### config.mk
export PLATFORM = sky130hd
export DESIGN_NAME = clken_gen_flat
export DESIGN_NICKNAME = d
export VERILOG_FILES = /design/src/rtl/clken_gen_if.sv /design/src/rtl/clken_gen.sv /design/src/flat_wrapper.sv
export SDC_FILE = /design/constraint.sdc
export NUM_CORES = 1
export LEC_CHECK = 0
export CORE_MARGIN = 2
export CORE_UTILIZATION = 52
export CTS_BUF_LIST = sky130_fd_sc_hd__clkbuf_8 sky130_fd_sc_hd__clkbuf_16
export CTS_CLUSTER_DIAMETER = 120
export CTS_CLUSTER_SIZE = 20
export DETAILED_ROUTE_END_ITERATION = 12
export PLACE_DENSITY = 0.82
export SETUP_SLACK_MARGIN = 0.3
export SLEW_MARGIN = 15
export SYNTH_ARGS = -nofsm -noshare
export SYNTH_HDL_FRONTEND = slang
export SYNTH_SLANG_ARGS = --single-unit
### constraint.sdc
create_clock -name clk -period 5.4 [get_ports clk]
set_input_delay 1.08 -clock clk [delete_from_list [all_inputs] [get_ports clk]]
set_output_delay 1.08 -clock clk [all_outputs]
set_load 0.03 [all_outputs]
### src/rtl/clken_gen_if.sv
// clken_gen_if: turbo/stall/diagnostic controls in, CPU/VIA clock enables out
//   turbo         requested turbo level (clamped by the generator)
//   stall         suppress CPU/VIA enables for bus arbitration
//   clr_missed    synchronous clear of the missed counter
//   cpu_clken     CPU RDY enable;  cpu_clken_d1  same, one clk later
//   via_clken     VIA I_P2_H enable;  fast_clken  VIA ENA_4 enable
//   turbo_applied turbo level currently in effect
//   missed        saturating count of stalled-away CPU enables
interface clken_gen_if #(
    parameter int TW = 2
);
    logic [TW-1:0] turbo;
    logic          stall;
    logic          clr_missed;
    logic          cpu_clken;
    logic          cpu_clken_d1;
    logic          via_clken;
    logic          fast_clken;
    logic [TW-1:0] turbo_applied;
    logic [7:0]    missed;

    modport master (
        output turbo, stall, clr_missed,
        input  cpu_clken, cpu_clken_d1, via_clken, fast_clken, turbo_applied, missed
    );

    modport slave (
        input  turbo, stall, clr_missed,
        output cpu_clken, cpu_clken_d1, via_clken, fast_clken, turbo_applied, missed
    );
endinterface

### src/rtl/clken_gen.sv
// clken_gen: CPU/VIA/fast-VIA clock enables from the system clock with turbo, stall and missed-cycle count
//   clk      system clock
//   reset_n  asynchronous active-low reset
//   bus      clken_gen_if.slave (controls in, enables and diagnostics out)
module clken_gen #(
    parameter int PERIOD    = 25,
    parameter int WINDOW    = 16,
    parameter int BASE_DIV  = 16,
    parameter int MAX_TURBO = 2,
    parameter int TW        = 2
) (
    input logic        clk,
    input logic        reset_n,
    clken_gen_if.slave bus
);
    localparam int CW = (PERIOD > 1) ? $clog2(PERIOD) : 1;

    logic [CW-1:0] cnt_q, cnt_d;
    logic [TW-1:0] turbo_q, turbo_d;
    logic [7:0]    missed_q, missed_d;
    logic          cpu_q, d1_q, via_q, fast_q;
    logic [31:0]   cnt_w, d_div, f_div;
    logic          in_win, p, fast_hit, wrap;

    // Divisors are powers of two, so the modulo reduces to a mask.
    always_comb begin
        cnt_w    = 32'(cnt_q);
        wrap     = cnt_w == 32'(PERIOD - 1);
        d_div    = 32'(BASE_DIV) >> turbo_q;
        f_div    = (d_div >= 32'd4) ? d_div >> 2 : 32'd1;
        in_win   = cnt_w < 32'(WINDOW);
        p        = in_win && ((cnt_w & (d_div - 32'd1)) == 32'd0);
        fast_hit = in_win && ((cnt_w & (f_div - 32'd1)) == 32'd0);
        cnt_d    = wrap ? '0 : cnt_q + 1'b1;
        // Turbo only changes at the period boundary so no pulse is ever shortened or doubled.
        turbo_d  = !wrap ? turbo_q :
                   (32'(bus.turbo) > 32'(MAX_TURBO)) ? TW'(MAX_TURBO) : bus.turbo;
        missed_d = bus.clr_missed ? 8'd0 :
                   (p && bus.stall && missed_q != 8'hFF) ? missed_q + 8'd1 : missed_q;
    end

    always_ff @(posedge clk or negedge reset_n) begin
        if (!reset_n) begin
            cnt_q    <= '0;
            turbo_q  <= '0;
            missed_q <= '0;
            cpu_q    <= 1'b0;
            d1_q     <= 1'b0;
            via_q    <= 1'b0;
            fast_q   <= 1'b0;
        end else begin
            cnt_q    <= cnt_d;
            turbo_q  <= turbo_d;
            missed_q <= missed_d;
            cpu_q    <= p && !bus.stall;
            d1_q     <= cpu_q;
            via_q    <= p && !bus.stall;
            fast_q   <= fast_hit;
        end
    end

    assign bus.cpu_clken     = cpu_q;
    assign bus.cpu_clken_d1  = d1_q;
    assign bus.via_clken     = via_q;
    assign bus.fast_clken    = fast_q;
    assign bus.turbo_applied = turbo_q;
    assign bus.missed        = missed_q;
endmodule

### src/flat_wrapper.sv
// flat-port wrapper written by rule: the top's interface ports become plain ports
module clken_gen_flat 
#(
    parameter int PERIOD    = 25,
    parameter int WINDOW    = 16,
    parameter int BASE_DIV  = 16,
    parameter int MAX_TURBO = 2,
    parameter int TW        = 2
)
  (clk, reset_n, bus_turbo, bus_stall, bus_clr_missed, bus_cpu_clken, bus_cpu_clken_d1, bus_via_clken, bus_fast_clken, bus_turbo_applied, bus_missed);
  clken_gen_if #(.TW(TW)) bus_i ();
  input logic clk;
  input logic reset_n;
  input wire logic [$bits(bus_i.turbo)-1:0] bus_turbo;
  input wire logic [$bits(bus_i.stall)-1:0] bus_stall;
  input wire logic [$bits(bus_i.clr_missed)-1:0] bus_clr_missed;
  output wire logic [$bits(bus_i.cpu_clken)-1:0] bus_cpu_clken;
  output wire logic [$bits(bus_i.cpu_clken_d1)-1:0] bus_cpu_clken_d1;
  output wire logic [$bits(bus_i.via_clken)-1:0] bus_via_clken;
  output wire logic [$bits(bus_i.fast_clken)-1:0] bus_fast_clken;
  output wire logic [$bits(bus_i.turbo_applied)-1:0] bus_turbo_applied;
  output wire logic [$bits(bus_i.missed)-1:0] bus_missed;
  assign bus_i.turbo = bus_turbo;
  assign bus_i.stall = bus_stall;
  assign bus_i.clr_missed = bus_clr_missed;
  assign bus_cpu_clken = bus_i.cpu_clken;
  assign bus_cpu_clken_d1 = bus_i.cpu_clken_d1;
  assign bus_via_clken = bus_i.via_clken;
  assign bus_fast_clken = bus_i.fast_clken;
  assign bus_turbo_applied = bus_i.turbo_applied;
  assign bus_missed = bus_i.missed;
  clken_gen #(.PERIOD(PERIOD), .WINDOW(WINDOW), .BASE_DIV(BASE_DIV), .MAX_TURBO(MAX_TURBO), .TW(TW)) u_core (.clk(clk), .reset_n(reset_n), .bus(bus_i));
endmodule
Word level (Yosys, flattened, before mapping). Cells that the tools add are included. W data, S select, Z words.

Input port bits: 6. Register bits after elaboration: 18. Word-level logic and storage cells: 32. Output and inout bits: 14.

Bitwise operators: 2. Equality and inequality tests: 2. Reduce and logical (&&, ||, !) cells: 9. Shifts and indexed selects: 1. Add/subtract/negate cells: 4. $lt $le $gt $ge: 3. Muxes and demuxes: 5.

Operators by type and width (number): $and A5 B32 Y32 (2); $logic_not A32 Y1 (2); $sub A32 B1 Y32 const B (2); $ge A32 B3 Y1 const B (1); $shr A5 B2 Y32 const A (1); $mux W30 (1); $mux W8 (2); $add A8 B1 Y8 const B (1); $ne A8 B8 Y1 const B (1); $add A5 B1 Y5 const B (1); $eq A5 B5 Y1 const B (1); $logic_and A1 B1 Y1 (5); $lt A5 B5 Y1 const B (1); $mux W5 (1); $gt A2 B2 Y1 const B (1); $mux W2 (1); $reduce_bool A2 Y1 (1); $logic_not A1 Y1 (1).

Logic depth before layout (Yosys ltp). Gate-level depths: netlist of the first run.

Depth after elaboration: 9. Gate-level depth with buffers: 8. Mapped depth without buffers: 7.

Worst setup path after synthesis of the first run. Ideal clock, no wire load.

Path type: register -> register. From: reg u_core.turbo_q[0], in the netlist u_core.bus.turbo_applied[0]. To: reg u_core.missed_q[0], in the netlist u_core.bus.missed[0]. Library setup time: 0.125 ns. Slack: 3.176 ns. Stages on the path, launching flop included: 9. Data arrival time: 2.100 ns. Path buffers: 1. Clock period less this slack: 2.224 ns. Path through: dfrtp_1 -> inv_1 -> nand2_1 -> ha_1 -> nor2b_1 -> a2111o_1 -> buf_6 -> nor3b_1 -> mux2_2.

Longest elaborated chain between the ends: 8.

RTL lines: from (decl) (RTL line clken_gen.sv:19) `logic [TW-1:0] turbo_q, turbo_d;`; from (signal assigned) (RTL line clken_gen.sv:53) `turbo_q <= turbo_d;`; $shr A5 B2 Y32 (RTL line clken_gen.sv:29) `d_div = 32'(BASE_DIV) >> turbo_q;`; $sub A32 B1 Y32 (RTL line clken_gen.sv:32) `p = in_win && ((cnt_w & (d_div - 32'd1)) == 32'd0);`; $and A5 B32 Y32 (RTL line clken_gen.sv:32); $logic_not A32 Y1 (RTL line clken_gen.sv:32); $logic_and A1 B1 Y1 (RTL line clken_gen.sv:32); $logic_and A1 B1 Y1 (2 in series) (RTL line clken_gen.sv:39) `(p && bus.stall && missed_q != 8'hFF) ? missed_q + 8'd1 : missed_q;`; $reduce_bool A2 Y1 (no line); to (signal assigned) (RTL line clken_gen.sv:54) `missed_q <= missed_d;`; to (decl) (RTL line clken_gen.sv:20) `logic [7:0] missed_q, missed_d;`.

Every way passes these cells. A chain may end at the register's enable or synchronous reset.

Worst setup path in the final report of the first run.
From: reg u_core.turbo_q[1], in the netlist u_core.bus.turbo_applied[1]. To: out bus_turbo_applied[1].

RTL lines: to (decl) (RTL line flat_wrapper.sv:21) `output wire logic [$bits(bus_i.turbo_applied)-1:0] bus_turbo_applied;`.

No word-level cell between the ends.

==> qor.csv, run 1 <==
stage;metric;value;unit
outcome;status;finished, final reports clean;
synth;Synth top area share;48.5;%
pwr;Pleak;0.470;nW
floorplanning;chip width;46.3;um
sta;Rel. slew slack;49.5;%
sta;fmax;0.396;GHz
route;Vias/cell;5.75;
cts;post-cts resize count;0;
placed_design;Final Wtd Congestion;0.800;
min_path;Worst Hold Class;reg2reg;
cts;CTS Sinks;18;
critical_path;Crit Path Class;reg2out;
sta;Slew @ Worst Pin;755;ps
pwr;Switching Share;21.0;%
placed_design;dpl cell area;1120;sq um
synth;top-count cell post-synth;dfrtp_1;
sta;RSZ-0062 raised after global routing;no;
cts;post-CTS setup repair buffer count;0;
cts;clock tree buffer depth;2;
critical_path;crit-path leading delay family;buffers and inverters;
sta;crit share post-route;46.8;%
floorplanning;FP Rows;15;
route;vias;771;
placed_design;hpwl dp;1330;um
final_layout;nets;121;
critical_path;Reg2Reg Depth;7;
pwr;Pint;0.192;mW
sta;Setup violations, final;0;
synth;Seq cells post-synth;18;
sta;post-layout minimum cycle time;2520;ps
critical_path;Crit Path Max Fanout;7;
placed_design;# port buffers;19;
critical_path;cells along the critical path;clkdlybuf4s50_1;
synth;share of synthesized registers carrying an async set or reset;100;%
sta;max-slew violations;0;
critical_path;Largest stage delay, worst path;720;ps
final_layout;final-layout fill cell count;137;
synth;Commonest cells post-synth;dfrtp_1 (18), nand2_1 (8), nor2_1 (8);
pwr;Clk pwr share;37.6;%
cts;CTS tree;yes;
critical_path;Startpoint Class;flop;
synth;ys flop type;dfrtp_1;
synth;Synth Area per Inst;10.2;sq um
route;DRC viols;0;
final_layout;share of cells above drive strength 1;7.34;%
global_routing;initial antenna violation count;0;
cts;clock root cell;clkbuf_8;
global_routing;vias in the first global route;647;
critical_path;Critical path buffers and inverters;1;
min_path;hold path depth;0;
cts;CTS buffer count;3;
floorplanning;core area;1710;sq um
global_routing;first-pass GRT wire length;2970;um
synth;Synthesized Nets;101;
pwr;total power;0.243;mW
global_routing;total grt overflow;0;
global_routing;Tot GR Track Use;19.6;%
pwr;switching power;0.0510;mW
synth;synthesized cell area;930;sq um
synth;Synth area leader;dfrtp_1;
synth;top cells by area, synth;dfrtp_1 (48%), ha_1 (5.4%), mux2_2 (3.6%), nand2_1 (3.2%), nor2_1 (3.2%);
route;Wirelength per Cell;13.6;um
job;maxcap violations;0;
pwr;pwr/cell area;208;nW/um^2
final_layout;final std cells w/o fill;134;
critical_path;CP Depth;1;
sta;final hold violation count;0;
synth;register area share after synthesis;48.5;%
synth;cell count after synthesis;91;
critical_path;Worst setup EP type;output pin;
synth;Post-synth EDFFs;0;
final_layout;Layout area overhead;25.4;%
pwr;worst vdd ir;149;uV
cts;Max H-tree Level;1;
critical_path;Worst Path Arrival;1440;ps
floorplanning;Die Y-Extent;46.3;um
route;antenna violation net count after detailed routing;0;
sta;clk_skew;3.16;ps
route;Pre-antenna DRT Iters;4;
final_layout;post-route cell area;1170;sq um
floorplanning;die area;2140;sq um
sta;worst setup margin;2880;ps
sta;TNS Setup;0;ps
critical_path;slowest stage cell, crit path;clkdlybuf4s50_1;
placed_design;placed instance count;131;
route;wirelength, routed;1820;um
placed_design;Place WS;2720;ps
floorplanning;IO Pins;20;
cts;clk_lat worst skew;250;ps
cts;CTS clk-pin slew, worst paths;70;ps
route;DR iter-0 viols;22;
synth;Cell variety after synth;32;
global_routing;largest net degree at the start of global routing;19;
critical_path;Critical Path RT;4320;ps
cts;Post-CTS Hold Buffers;0;
pwr;Comb pwr share;5.9;%
floorplanning;Initial Util;54.4;%
synth;Syn. warnings;0;
pwr;sequential power share;56.5;%
final_layout;number of diodes;0;
[cells by family after synthesis]
logic type	Yosys count	share of synthesized area (%)
AND/OR/NAND/NOR	39	23.3
flip-flops	18	48.5
AO/OA/AOI/OAI	16	11.2
adder cells (fa/ha/maj)	4	5.38
multiplexers	5	5.79
buffers and inverters	7	4.04
XOR/XNOR	2	1.88
[registers in the layout, summed over array words and instances, names as in the netlist]
name,flops
u_core.bus.missed,8
u_core.cnt_q,5
u_core.bus.cpu_clken_d1,1
u_core.bus.turbo_applied,2
u_core.bus.fast_clken,1
u_core.bus.cpu_clken,1
[final timing paths]
check / start / endpoint / slack (ps)
setup / recovery: u_core.bus.turbo_applied[1]$_DFFE_PN0N_ / bus_turbo_applied[1] / 2880
hold / removal: u_core.bus.cpu_clken$_DFF_PN0_ / u_core.bus.cpu_clken_d1$_DFF_PN0_ / 400
setup reg to reg: u_core.bus.turbo_applied[0]$_DFFE_PN0N_ / u_core.bus.missed[0]$_DFFE_PN0P_ / 3140
hold reg to reg: u_core.bus.cpu_clken$_DFF_PN0_ / u_core.bus.cpu_clken_d1$_DFF_PN0_ / 400
max in group asynchronous: reset_n / u_core.cnt_q[2]$_DFF_PN0_ / 3650
min in group asynchronous: reset_n / u_core.bus.missed[6]$_DFFE_PN0P_ / 1270
[power by group through the flow]
stage | combinational (mW) | sequential, mW | clock [mW]
2_1_floorplan | 0.00415 | 0.141 | 0
3_3_place_gp | 0.0142 | 0.139 | 0
3_5_place_dp | 0.0147 | 0.139 | 0
4_1_cts | 0.0147 | 0.137 | 0.0906
5_1_grt | 0.0162 | 0.137 | 0.0938
6_report | 0.0144 | 0.137 | 0.0913
[metrics by stage]
step / util, % / hold WS (ps)
after CTS: 68.3 / 402
final: 68.3 / 398
after global placement: 65.9 / 379
after floorplan: - / 467
after global routing: 68.3 / 417
after detailed placement: 65.9 / 388
[routing by layer]
metal  vias to the layer above  track usage, %  share of wire (%)
met5                         -               0                  0
li1                        362               -                  -
met1                       368            27.3                 43
met3                         6            2.35                5.7
met4                         0            9.71                1.1
met2                        35            30.0                 50
[cell type report]
cell class / count / area [sq um] / area share (%)
sequential: 18 / 450 / 38.6
tap: 25 / 31.3 / 2.68
clock buffer: 3 / 41.3 / 3.54
timing repair buffer: 19 / 190 / 16.3
multi-input combinational: 66 / 442 / 37.9
inverter: 3 / 11.3 / 0.966
[layout by cell type (no fill, tap or decap), types with 2 or more instances in the layout]
cell / synthesis / layout
mux2_2: 3 / 3
o31ai_1: 4 / 4
ha_1: 4 / 4
nor3b_1: 2 / 2
o21ai_0: 4 / 4
clkdlybuf4s50_1: 0 / 19
nand4_1: 2 / 2
nor2_1: 8 / 8
dfrtp_1: 18 / 18
nand2b_1: 2 / 2
mux2i_1: 2 / 2
clkbuf_8: 0 / 3
nand2_1: 8 / 8
or4_1: 4 / 4
inv_1: 3 / 3
nor2b_1: 3 / 3
a21oi_1: 5 / 5
nand3_1: 2 / 2
Power figures use the tool's default switching activity.
==> run 2, diff against run 1 <==
- CORE_UTILIZATION: 52 -> 44
- PLACE_DENSITY: 0.82 -> 0.74
- clock period: 5.4 -> 2.3 ns (I/O delays scaled with it)
==> run 2 against run 1 <==
Effect of this change:
- non-clock buffer count up 8
- flip-flop and latch count unchanged
- highest routed layer unchanged
- core utilization decreased by 2.8 points
- die area increased by 17%
- largest cell class is now multi-input gates
- first-iteration DRC count up 4.5%
- critical path type is now reg2reg
- global-route usage fell by 1.5 points
==> qor.csv, run 2 (synthesized netlist as in run 1, its figures left out) <==
stage;metric;value;unit;change
cts;CTS tree;yes;;unchanged
sta;clk_skew;2.67;ps;was 3.16 ps
critical_path;crit-path leading delay family;simple AND/OR/NAND/NOR gates;;was buffers and inverters
global_routing;first-pass GRT wire length;3440;um;was 2970 um
placed_design;placed instance count;134;;was 131
critical_path;Critical Path RT;2480;ps;was 4320 ps
route;M1 WL;964;um;was 781 um
route;Pre-antenna DRT Iters;4;;unchanged
final_layout;share of cells above drive strength 1;22.9;%;was 7.34%
route;Wirelength per Cell;14.7;um;was 13.6 um
critical_path;Crit Path Class;reg2reg;;was reg2out
sta;Setup violations, final;0;;unchanged
pwr;pwr/cell area;476;nW/um^2;was 208 nW/um^2
floorplanning;Die Y-Extent;50.0;um;was 46.3 um
route;antenna violation net count after detailed routing;0;;unchanged
floorplanning;die area;2500;sq um;was 2140 sq um
critical_path;Reg2Reg Depth;8;;was 7
global_routing;total grt overflow;0;;unchanged
placed_design;# port buffers;19;;unchanged
critical_path;slowest stage cell, crit path;or4_4;;was clkdlybuf4s50_1
final_layout;max reg flops;8;;unchanged
cts;Post-CTS Hold Buffers;0;;unchanged
final_layout;nets;129;;was 121
critical_path;Critical path buffers and inverters;2;;was 1
min_path;Worst Hold Class;reg2reg;;unchanged
cts;CTS clk-pin slew, worst paths;60;ps;was 70 ps
cts;Max H-tree Level;1;;unchanged
final_layout;Layout area overhead;39.6;%;was 25.4%
critical_path;Crit Path Max Fanout;6;;was 7
floorplanning;IO Pins;20;;unchanged
critical_path;Critical R2R Capture;u_core.bus.missed[5]$_DFFE_PN0P_;;was u_core.bus.missed[0]$_DFFE_PN0P_
global_routing;Tot GR Track Use;18.1;%;was 19.6%
cts;clock tree buffer depth;2;;unchanged
floorplanning;FP Rows;16;;was 15
cts;CTS Sinks;18;;unchanged
route;met3 wire length;99;um;was 104 um
critical_path;r2r setup slk;190;ps;was 3140 ps
floorplanning;Initial Util;46.9;%;was 54.4%
sta;worst setup margin;191;ps;was 2880 ps
global_routing;initial antenna violation count;0;;unchanged
placed_design;Place WS;204;ps;was 2720 ps
sta;max-slew violations;0;;unchanged
sta;RSZ-0062 raised after global routing;yes;;was no
placed_design;hpwl dp;1260;um;was 1330 um
route;vias;805;;was 771
placed_design;Final Wtd Congestion;0.784;;was 0.800
min_path;HP Start;u_core.bus.cpu_clken$_DFF_PN0_;;unchanged
job;maxcap violations;0;;unchanged
route;wirelength, routed;2130;um;was 1820 um
cts;CTS buffer count;3;;unchanged
cts;clock root cell;clkbuf_8;;unchanged
route;Vias/cell;5.55;;was 5.75
sta;post-layout minimum cycle time;2110;ps;
floorplanning;chip width;50.0;um;was 46.3 um
final_layout;final std cells w/o fill;145;;was 134
final_layout;number of diodes;0;;unchanged
pwr;worst vdd ir;434;uV;was 149 uV
global_routing;largest net degree at the start of global routing;19;;unchanged
sta;fmax;0.474;GHz;
outcome;status;finished, final reports clean;;unchanged
final_layout;fin util;65.5;%;was 68.3%
floorplanning;core area;1980;sq um;was 1710 sq um
critical_path;worst r2r src;u_core.bus.turbo_applied[0]$_DFFE_PN0N_;;unchanged
sta;Slew @ Worst Pin;619;ps;was 755 ps
critical_path;Worst setup EP type;flop;;was output pin
route;DRC viols;0;;unchanged
sta;TNS Setup;0;ps;unchanged
pwr;Pleak;0.520;nW;was 0.470 nW
critical_path;cells along the critical path;inv_2 -> nand2_2 -> ha_4 -> nor2b_2 -> a2111o_1 -> buf_6 -> or4_4 -> a21oi_2;;was clkdlybuf4s50_1
pwr;total power;0.618;mW;was 0.243 mW
critical_path;Startpoint Class;flop;;unchanged
critical_path;Worst Path Arrival;2280;ps;was 1440 ps
sta;Rel. slew slack;58.3;%;was 49.5%
route;DR iter-0 viols;23;;was 22
final_layout;most common cell after layout, fill and taps aside;clkdlybuf4s50_1;;unchanged
sta;final hold violation count;0;;unchanged
cts;clk_lat worst skew;250;ps;about the same
min_path;Worst Hold Path EP;u_core.bus.cpu_clken_d1$_DFF_PN0_;;unchanged
sta;crit share post-route;91.7;%;
min_path;hold path depth;0;;unchanged
route;highest metal used;met4;;unchanged
final_layout;most frequent cells in the layout;clkdlybuf4s50_1 (19), dfrtp_1 (16), nor2_1 (8);;was clkdlybuf4s50_1 (19), dfrtp_1 (18), nand2_1 (8), nor2_1 (8), a21oi_1 (5)
global_routing;vias in the first global route;787;;was 647
critical_path;worst setup path startpoint;u_core.bus.turbo_applied[0]$_DFFE_PN0N_;;was u_core.bus.turbo_applied[1]$_DFFE_PN0N_
critical_path;Largest stage delay, worst path;490;ps;was 720 ps
route;WL met2;1040;um;was 914 um
==> run 2: timing repair <==
action,in CTS,in global routing
buffers inserted,5,2
pin swaps,10,4
setup endpoints to repair,7,8
resized for setup,2,9
==> run 2: how the worst max path moves through the flow <==
stage / end / slack (ps) / cells past startpoint
after floorplan: u_core.bus.missed[6]$_DFFE_PN0P_ / 220 / 8
after global placement: u_core.bus.missed[0]$_DFFE_PN0P_ / 230 / 7
after detailed placement: u_core.bus.missed[0]$_DFFE_PN0P_ / 200 / 7
after CTS: u_core.bus.missed[0]$_DFFE_PN0P_ / 250 / 8
after global routing: u_core.bus.missed[5]$_DFFE_PN0P_ / 130 / 8
final: u_core.bus.missed[5]$_DFFE_PN0P_ / 190 / 8
==> run 2: stage by stage <==
step                      hold WS [ps]  area [sq um]
after floorplan                    164           937
after global placement             381          1140
after detailed placement           392          1140
after CTS                          406          1240
after global routing               427          1300
final                              396          1300
==> run 2: where the power goes <==
group / switching, mW / internal, mW
clock: 0.0989 / 0.152
sequential: 0.00365 / 0.319
combinational: 0.0229 / 0.0220
==> run 2: worst reg2reg max path: stages (launching register included) <==
cell	delay, ps
dfrtp_2	440
inv_2	90
nand2_2	70
ha_4	270
nor2b_2	30
a2111o_1	340
buf_6	160
or4_4	490
a21oi_2	140
==> run 2: area by class of cell <==
class	count	area [sq um]
fillers	155	684
flip-flops and latches	18	453
well taps	27	33.8
multi-input cells	66	487
clock buffers	4	55.1
inverters	3	11.3
repair buffers	27	258
==> run 2: layer usage <==
metal  track usage (%)  vias up
met5                 0        -
met4              5.09        0
met3              4.85        7
met2              30.4       31
met1              22.8      388
li1                  -      379
